### config.mk
export PLATFORM = sky130hd
export DESIGN_NAME = keypad_entry
export DESIGN_NICKNAME = d
export VERILOG_FILES = /design/src/rtl/keypad_pkg.sv /design/src/rtl/keypad_sync.sv /design/src/rtl/keypad_entry.sv
export SDC_FILE = /design/constraint.sdc
export NUM_CORES = 1
export LEC_CHECK = 0
export BUFFER_PORTS_ARGS = -buffer_cell sky130_fd_sc_hd__buf_2
export CORE_MARGIN = 2
export CORE_UTILIZATION = 25
export DETAILED_ROUTE_END_ITERATION = 10
export PLACE_DENSITY = 0.4
export SYNTH_ARGS = -nofsm -noshare
export SYNTH_HDL_FRONTEND = slang
export SYNTH_SLANG_ARGS = --single-unit
### constraint.sdc
create_clock -name clk -period 4.6 [get_ports clk]
set_input_delay 0.92 -clock clk [delete_from_list [all_inputs] [get_ports clk]]
set_output_delay 0.92 -clock clk [all_outputs]
set_load 0.005 [all_outputs]
### src/rtl/keypad_pkg.sv
// Shared types, key map and sizing helpers for the keypad scanner.
package keypad_pkg;

    typedef enum logic [1:0] {
        ST_SCAN,
        ST_DEBOUNCE,
        ST_HELD
    } state_e;

    // Indexed by {row[1:0], col[1:0]}; entry 0 is row0/col0.
    localparam logic [15:0][3:0] KEY_MAP = {
        4'hD, 4'hE, 4'hF, 4'h0,
        4'hC, 4'h9, 4'h8, 4'h7,
        4'hB, 4'h6, 4'h5, 4'h4,
        4'hA, 4'h3, 4'h2, 4'h1
    };

    // Bits needed for a counter running 0 .. max_val-1.
    function automatic int cnt_w(input int max_val);
        return (max_val < 2) ? 1 : $clog2(max_val);
    endfunction

    function automatic logic [1:0] low_row(input logic [3:0] r);
        if (!r[0])      return 2'd0;
        else if (!r[1]) return 2'd1;
        else if (!r[2]) return 2'd2;
        else            return 2'd3;
    endfunction

endpackage

### src/rtl/keypad_sync.sv
// Two-flop synchronizer for the active-low keypad rows; idles (and resets) to all ones.
module keypad_sync (
    input  logic       clk,
    input  logic       rst,
    input  logic [3:0] async_i,
    output logic [3:0] sync_o
);

    logic [3:0] meta_q;
    logic [3:0] sync_q;

    always_ff @(posedge clk or posedge rst) begin
        if (rst) begin
            meta_q <= '1;
            sync_q <= '1;
        end else begin
            meta_q <= async_i;
            sync_q <= meta_q;
        end
    end

    assign sync_o = sync_q;

endmodule

### src/rtl/keypad_entry.sv
// 4x4 keypad scanner/debouncer: each accepted key shifts into num and pulses key_valid.
// Defining KEYPAD_AUTOREPEAT_EN adds auto-repeat while a key stays held.
module keypad_entry
    import keypad_pkg::*;
#(
    parameter int SCAN_DIV   = 1000,
    parameter int DEBOUNCE   = 50000,
    parameter int REPEAT_CYC = 25000000
) (
    input  logic        clk,
    input  logic        rst,
    input  logic [3:0]  row,
    output logic [3:0]  col,
    output logic [15:0] num,
    output logic [3:0]  key_code,
    output logic        key_valid
);

    localparam int SW = cnt_w(SCAN_DIV);
    localparam int DW = cnt_w(DEBOUNCE);
    localparam logic [SW-1:0] SCAN_LAST = SW'(SCAN_DIV - 1);
    localparam logic [DW-1:0] DEB_LAST  = DW'(DEBOUNCE - 1);

    if (SCAN_DIV < 4 || DEBOUNCE < 1 || REPEAT_CYC < 1) begin : g_bad_cfg
        $error("keypad_entry: SCAN_DIV must be >= 4, DEBOUNCE and REPEAT_CYC >= 1");
    end

    logic [3:0]    row_s;
    state_e        state_q, state_d;
    logic [SW-1:0] scan_q, scan_d;
    logic [DW-1:0] deb_q, deb_d;
    logic [1:0]    cidx_q, cidx_d;
    logic [1:0]    ridx_q, ridx_d;
    logic [3:0]    col_q, col_d;
    logic [3:0]    code_q, code_d;
    logic [15:0]   num_q, num_d;
    logic          vld_q, vld_d;
    logic          row_bit;
    logic          accept;
    logic [3:0]    key_now;

`ifdef KEYPAD_AUTOREPEAT_EN
    localparam int RW = cnt_w(REPEAT_CYC);
    localparam logic [RW-1:0] RPT_LAST = RW'(REPEAT_CYC - 1);
    logic [RW-1:0] rpt_q, rpt_d;

    always_ff @(posedge clk or posedge rst) begin
        if (rst) rpt_q <= '0;
        else     rpt_q <= rpt_d;
    end
`endif

    keypad_sync u_sync (
        .clk     (clk),
        .rst     (rst),
        .async_i (row),
        .sync_o  (row_s)
    );

    assign row_bit = row_s[ridx_q];
    assign key_now = KEY_MAP[{ridx_q, cidx_q}];

    always_ff @(posedge clk or posedge rst) begin
        if (rst) begin
            state_q <= ST_SCAN;
            scan_q  <= '0;
            deb_q   <= '0;
            cidx_q  <= 2'd0;
            ridx_q  <= 2'd0;
            col_q   <= 4'b1110;
            code_q  <= 4'h0;
            num_q   <= 16'h0000;
            vld_q   <= 1'b0;
        end else begin
            state_q <= state_d;
            scan_q  <= scan_d;
            deb_q   <= deb_d;
            cidx_q  <= cidx_d;
            ridx_q  <= ridx_d;
            col_q   <= col_d;
            code_q  <= code_d;
            num_q   <= num_d;
            vld_q   <= vld_d;
        end
    end

    always_comb begin
        state_d = state_q;
        scan_d  = scan_q;
        deb_d   = deb_q;
        cidx_d  = cidx_q;
        ridx_d  = ridx_q;
        accept  = 1'b0;
`ifdef KEYPAD_AUTOREPEAT_EN
        rpt_d   = rpt_q;
`endif
        unique case (state_q)
            ST_SCAN: begin
                if (scan_q == SCAN_LAST) begin
                    scan_d = '0;
                    if (~&row_s) begin
                        ridx_d  = low_row(row_s);
                        deb_d   = '0;
                        state_d = ST_DEBOUNCE;
                    end else begin
                        cidx_d = cidx_q + 2'd1;
                    end
                end else begin
                    scan_d = scan_q + SW'(1);
                end
            end
            ST_DEBOUNCE: begin
                if (row_bit) begin
                    deb_d   = '0;
                    cidx_d  = cidx_q + 2'd1;
                    state_d = ST_SCAN;
                end else if (deb_q == DEB_LAST) begin
                    deb_d   = '0;
                    accept  = 1'b1;
                    state_d = ST_HELD;
`ifdef KEYPAD_AUTOREPEAT_EN
                    rpt_d   = '0;
`endif
                end else begin
                    deb_d = deb_q + DW'(1);
                end
            end
            ST_HELD: begin
                if (row_bit) begin
`ifdef KEYPAD_AUTOREPEAT_EN
                    rpt_d = '0;
`endif
                    if (deb_q == DEB_LAST) begin
                        deb_d   = '0;
                        cidx_d  = cidx_q + 2'd1;
                        state_d = ST_SCAN;
                    end else begin
                        deb_d = deb_q + DW'(1);
                    end
                end else begin
                    // Release count must be consecutive; any low sample restarts it.
                    deb_d = '0;
`ifdef KEYPAD_AUTOREPEAT_EN
                    if (rpt_q == RPT_LAST) begin
                        rpt_d  = '0;
                        accept = 1'b1;
                    end else begin
                        rpt_d = rpt_q + RW'(1);
                    end
`endif
                end
            end
            default: state_d = ST_SCAN;
        endcase

        vld_d  = accept;
        code_d = accept ? key_now : code_q;
        num_d  = accept ? {num_q[11:0], key_now} : num_q;
        col_d  = ~(4'b0001 << cidx_d);
    end

    assign col       = col_q;
    assign num       = num_q;
    assign key_code  = code_q;
    assign key_valid = vld_q;

endmodule

# Word level (Yosys, flattened, before mapping)
# Memory sizes are Yosys's and may differ from the RTL's.
# Cells that the tools add are included.
# word_totals
regBits	65
romBits	64
n_memories	1
out_inout_bits	25
elab_cells	64
# memory_table
memory	depth	width	rd	rd_clocked_by_memory_dff	wr	line	source
(name not given)	16	4	1	0	0	keypad_entry.sv:61	assign key_now = KEY_MAP[{ridx_q, cidx_q}];
# op_classes
n_reduce_logical	6
n_shift	1
mux	29
n_lt_le_gt_ge	2
add_sub_neg	3
bitwise	2
n_eq_ne	9
# ops
cell	n
16-bit two-way mux	5
16-bit case mux with 3 select lines	1
2-bit two-way mux	13
16-bit by 1-bit adder with 16-bit output, second input constant	1
16-bit equality test, second input constant	1
2-bit case mux with 3 select lines	2
10-bit by 1-bit adder with 10-bit output, second input constant	1
10-bit equality test, second input constant	1
10-bit two-way mux	1
2-bit inequality test, second input constant	4
3-bit AND reduction	2
4-bit by 5-bit less-than comparator with 1-bit output, second input constant	1
1-bit two-way mux	5
5-bit AND reduction	1
4-bit two-way mux	1
4-bit NOT	1
4-bit AND reduction	1
1-bit by 2-bit << shifter with 4-bit output, first input constant	1
2-bit by 3-bit less-than comparator with 1-bit output, second input constant	1
3-bit inequality test, second input constant	1
3-bit nonzero test	1
2-bit by 1-bit adder with 2-bit output, second input constant	1
1-bit binary-select mux with 2-bit select	1
2-bit by 1-bit equality test with 1-bit output, second input constant	1
3 further kinds	3

# Logic depth before layout (Yosys ltp)
# logic_depth
word_depth	6
mapped_depth	9
depth_no_buf	7

# Modules after synthesis
# Synthesis repeated with hierarchy kept, for this count alone.
# unflattened
cells_unflattened	314
hier_area_um2	3025.4
# by_module_without_submodules
mod	area_each_um2	cells_per_inst	seq_area_each_um2	instances
keypad_entry	2811.4	305	1330.0	1
keypad_sync	214.0	9	210.2	1

# Worst setup path after synthesis
# Ideal clock, no wire load.
# synth_timing
path_kind	register -> register
start	register ridx_q[0]
end	register deb_q[10]
path_buffers	2
t_arrival_ps	1735
path_slack_ps	2747
stages_incl_launch_ff	8
required_ps	4481
setup_ps	119
path_cell_list	dfrtp_1 buf_6 mux4_2 and2_1 o21a_1 a21oi_2 buf_6 nor2_1
# synth_between
elab_chain_len	4
word_cells_on_any_way	5
classes_between	mux (5)
# synth_lines
element	line	source
from (decl)	keypad_entry.sv:33	logic [1:0] ridx_q, ridx_d;
from (signal assigned)	keypad_entry.sv:79	ridx_q <= ridx_d;
1-bit binary-select mux with 2-bit select *	keypad_entry.sv:60	assign row_bit = row_s[ridx_q];
1-bit two-way mux (not written as such) *	keypad_entry.sv:60	
16-bit two-way mux (on tied branches)	keypad_entry.sv:129, keypad_entry.sv:113	
16-bit case mux with 3 select lines *	keypad_entry.sv:97	unique case (state_q)
to (signal assigned)	keypad_entry.sv:67	deb_q <= '0;
to (signal assigned)	keypad_entry.sv:77	deb_q <= deb_d;
to (decl)	keypad_entry.sv:31	logic [DW-1:0] deb_q, deb_d;
# Every way passes the cells marked *; elsewhere a longest branch is shown, timed or not. The select of a mux whose other input is x is not followed.
# A chain may end at the register's enable or synchronous reset.

# Final worst setup path
# layout_timing
start	register ridx_q[0]
end	register deb_q[14]
# The elaborated chain is that of the path after synthesis.

==> out/qor.csv <==
stage,metric,value,unit
finish,NumNets Final,327,
routing,met1 WL,3000,um
cts,CTS tree,yes,
yosys,ranking of synthesized cells by area,"dfrtp_1 41%, dfstp_2 9.5%, mux2_2 4.8%",
routing,initial drt markers,132,
sta,fin. max-slew vios,0,
yosys,Synth Instances,285,
sta,clock skew,6.47,ps
floorplan,Die Span Y,114,um
sta,Worst slew margin,58.3,%
finish,share of cells above drive strength 1,24.9,%
sta,Worst Tran Pin Value,626,ps
cts,# Post-CTS Setup Buffers,0,
global_route,grt total ovfl,0,
cts,CTS H-tree lvls,3,
yosys,Synthesis Warnings,0,
cts,CTS root buffer,clkbuf_16,
cts,clk sink count,61,
power,VDD IR max,157,uV
power,LEAKAGE,1.68,nW
flow_run,max_cap viols,0,
global_route,pin count of the biggest net entering global routing,37,
worst_setup_path,worst-path fanout max,13,
yosys,main combinational cell family by area after synthesis,simple AND/OR/NAND/NOR gates,
yosys,Synth top area share,41.3,%
yosys,ys flop type,dfrtp_1,
routing,DR top layer,met4,
worst_setup_path,CP endpoint kind,register,
yosys,Synth Area in Simple Gates,19.2,%
yosys,area share of fa/ha/maj cells after synthesis,3.71,%
floorplan,Die W,114,um
power,overall power,1.26,mW
yosys,number of flops mapped to enable cells by yosys,0,
global_route,vias in the first global route,2108,
placement,pre-CTS setup slack,2310,ps
status,status,completed,
placement,HPWL after DPL,4100,um
worst_hold_path,min-delay worst type,reg -> reg,
global_route,gr usage total,10.2,%
routing,wire length on met3,164,um
cts,clk_lat worst skew,320,ps
floorplan,Rows,40,
routing,DR WL/cell,12.8,um
placement,PortBufs,30,
routing,via count,2099,
floorplan,# IOs,31,
yosys,Yosys reg bits,61,
global_route,antenna violations before repair,0,
sta,final hold vios,0,
cts,clock tree buffer depth,2,
routing,Routed Antenna Nets,0,
yosys,syn_nets,300,
floorplan,initial core utilization,25.5,%
routing,met2 wire length,2650,um
sta,min cycle time layout,2250,ps
sta,Tcrit/Tclk final,49.0,%
yosys,post-synthesis mux area share,6.23,%
power,pwr dens,353,nW/um2
global_route,first-pass GRT wire length,10400,um
yosys,post-synthesis compound-gate area fraction,8.58,%
floorplan,Placeable Area,11900,um2
finish,P&R area growth vs syn,18.3,%
cts,CTS Buf Count,9,
routing,# DRC,0,
worst_setup_path,crit path launch type,register,
routing,Via density,4.52,
sta,Setup Viol. Count Final,0,
cts,post-CTS sizing,0,
yosys,synth unique cells,48,
finish,ANT cells,0,
yosys,Synth area leader,dfrtp_1,
sta,Highest Clock Rate,444,MHz
yosys,post-synthesis sequential area ratio,50.8,%
yosys,syn avg cell area,10.6,um2
sta,PnR worst setup slack,2350,ps
routing,first drt pass iteration count,4,
sta,Fin Setup TNS,0,ps
yosys,XOR/XNOR share of the synthesized area,6.36,%
placement,routability cong.,0.731,
worst_setup_path,Worst EP required,4780,ps
floorplan,die area,13000,um2
cts,hold_buf cts,0,
yosys,Post-synth ARST share,100,%
sta,RSZ-0062 raised after global routing,no,
routing,final WL,5920,um
yosys,Synth Cell Area,3030,um2
worst_setup_path,critical path class,reg -> reg,
cts,clock transition at the registers of the reported paths,50,ps
worst_setup_path,data arrival time of the critical path,2430,ps
==> cells by family (layout without fill, tap and decap cells) <==
family,after synthesis,after routing
AND/OR/NAND/NOR,108,108
flip-flops,61,61
AO/OA/AOI/OAI,39,39
buffers and inverters,30,62
XOR/XNOR,22,22
multiplexers,16,16
adder cells (fa/ha/maj),9,9
==> cells in the final DEF, fill, tap and decap left out, types with 10 or more instances in the layout <==
master	synthesis	final
o21ai_0	12	12
a21oi_1	10	10
xnor2_1	16	16
dfstp_2	11	11
inv_1	14	13
buf_2	4	30
mux2_2	13	13
nor2_1	25	25
nand2_1	23	23
dfrtp_1	50	50
==> per-stage QoR <==
stage | instance area [um2] | hold WS [ps] | instances | util [%]
final | 3590 | 351 | 464 | 30.1
after global routing | 3590 | 356 | 464 | 30.1
after CTS | 3590 | 353 | 464 | 30.1
after detailed placement | 3280 | 347 | 448 | 27.5
after global placement | 3280 | 346 | 448 | 27.5
after floorplan | 3030 | 345 | 285 | -
==> final cells by class <==
type	count	area [um2]
inverters	14	52.6
repair buffers	32	165
fillers	1249	8330
multi-input cells	194	1340
well taps	147	184
flip-flops and latches	61	1540
clock buffers	11	233
clock inverters	5	75.1
==> registers in the layout, indices dropped and copies added (netlist names) <==
| signal | flops |
|---|---|
| col | 4 |
| ridx_q | 2 |
| num | 13 |
| state_q | 2 |
| key_valid | 1 |
| key_code | 3 |
| deb_q | 16 |
| scan_q | 10 |
| u_sync.meta_q | 4 |
| u_sync.sync_o | 4 |
| cidx_q | 2 |
==> final timing paths <==
check / start / to / slack, ps / cells past startpoint
max: ridx_q[0] / deb_q[14] / 2350 / 5
min: u_sync.meta_q[1] / u_sync.sync_o[1] / 350 / 0
max reg2reg: ridx_q[0] / deb_q[14] / 2350 / 5
min reg2reg: u_sync.meta_q[1] / u_sync.sync_o[1] / 350 / 0
max in group asynchronous: rst / col[2] / 3070 / 3
min in group asynchronous: rst / deb_q[5] / 630 / 2
==> cell usage after synthesis (4+ instances only) <==
library cell	n
dfrtp_1	50
nor2_1	25
nand2_1	23
xnor2_1	16
inv_1	14
mux2_2	13
o21ai_0	12
dfstp_2	11
a21oi_1	10
ha_1	9
nand3_1	9
nor3_1	9
nand4_1	6
xor2_1	6
and2_1	5
and3_1	5
and4_1	4
buf_2	4
buf_4	4
clkbuf_1	4
nand3b_1	4
==> report_power, final <==
group          leakage, nW  switching (mW)  internal [mW]
combinational        0.723          0.0131        0.00360
sequential           0.800         0.00293          0.544
clock                0.153           0.230          0.471
total                 1.68           0.246           1.02
==> worst max-delay path, stage by stage (launching register included) <==
cell and delay [ps]:
dfrtp_1 480, mux4_2 600, and2_1 180, o21a_1 210, a21oi_2 520, nor2_1 120
==> layer usage <==
| metal | track usage, % | vias to the layer above |
|---|---|---|
| li1 | - | 1048 |
| met1 | 13.1 | 1011 |
| met2 | 15.5 | 34 |
| met3 | 3.12 | 6 |
| met4 | 5.37 | 0 |
| met5 | 0 | - |
No activity file was read; power rests on OpenSTA's default activity.
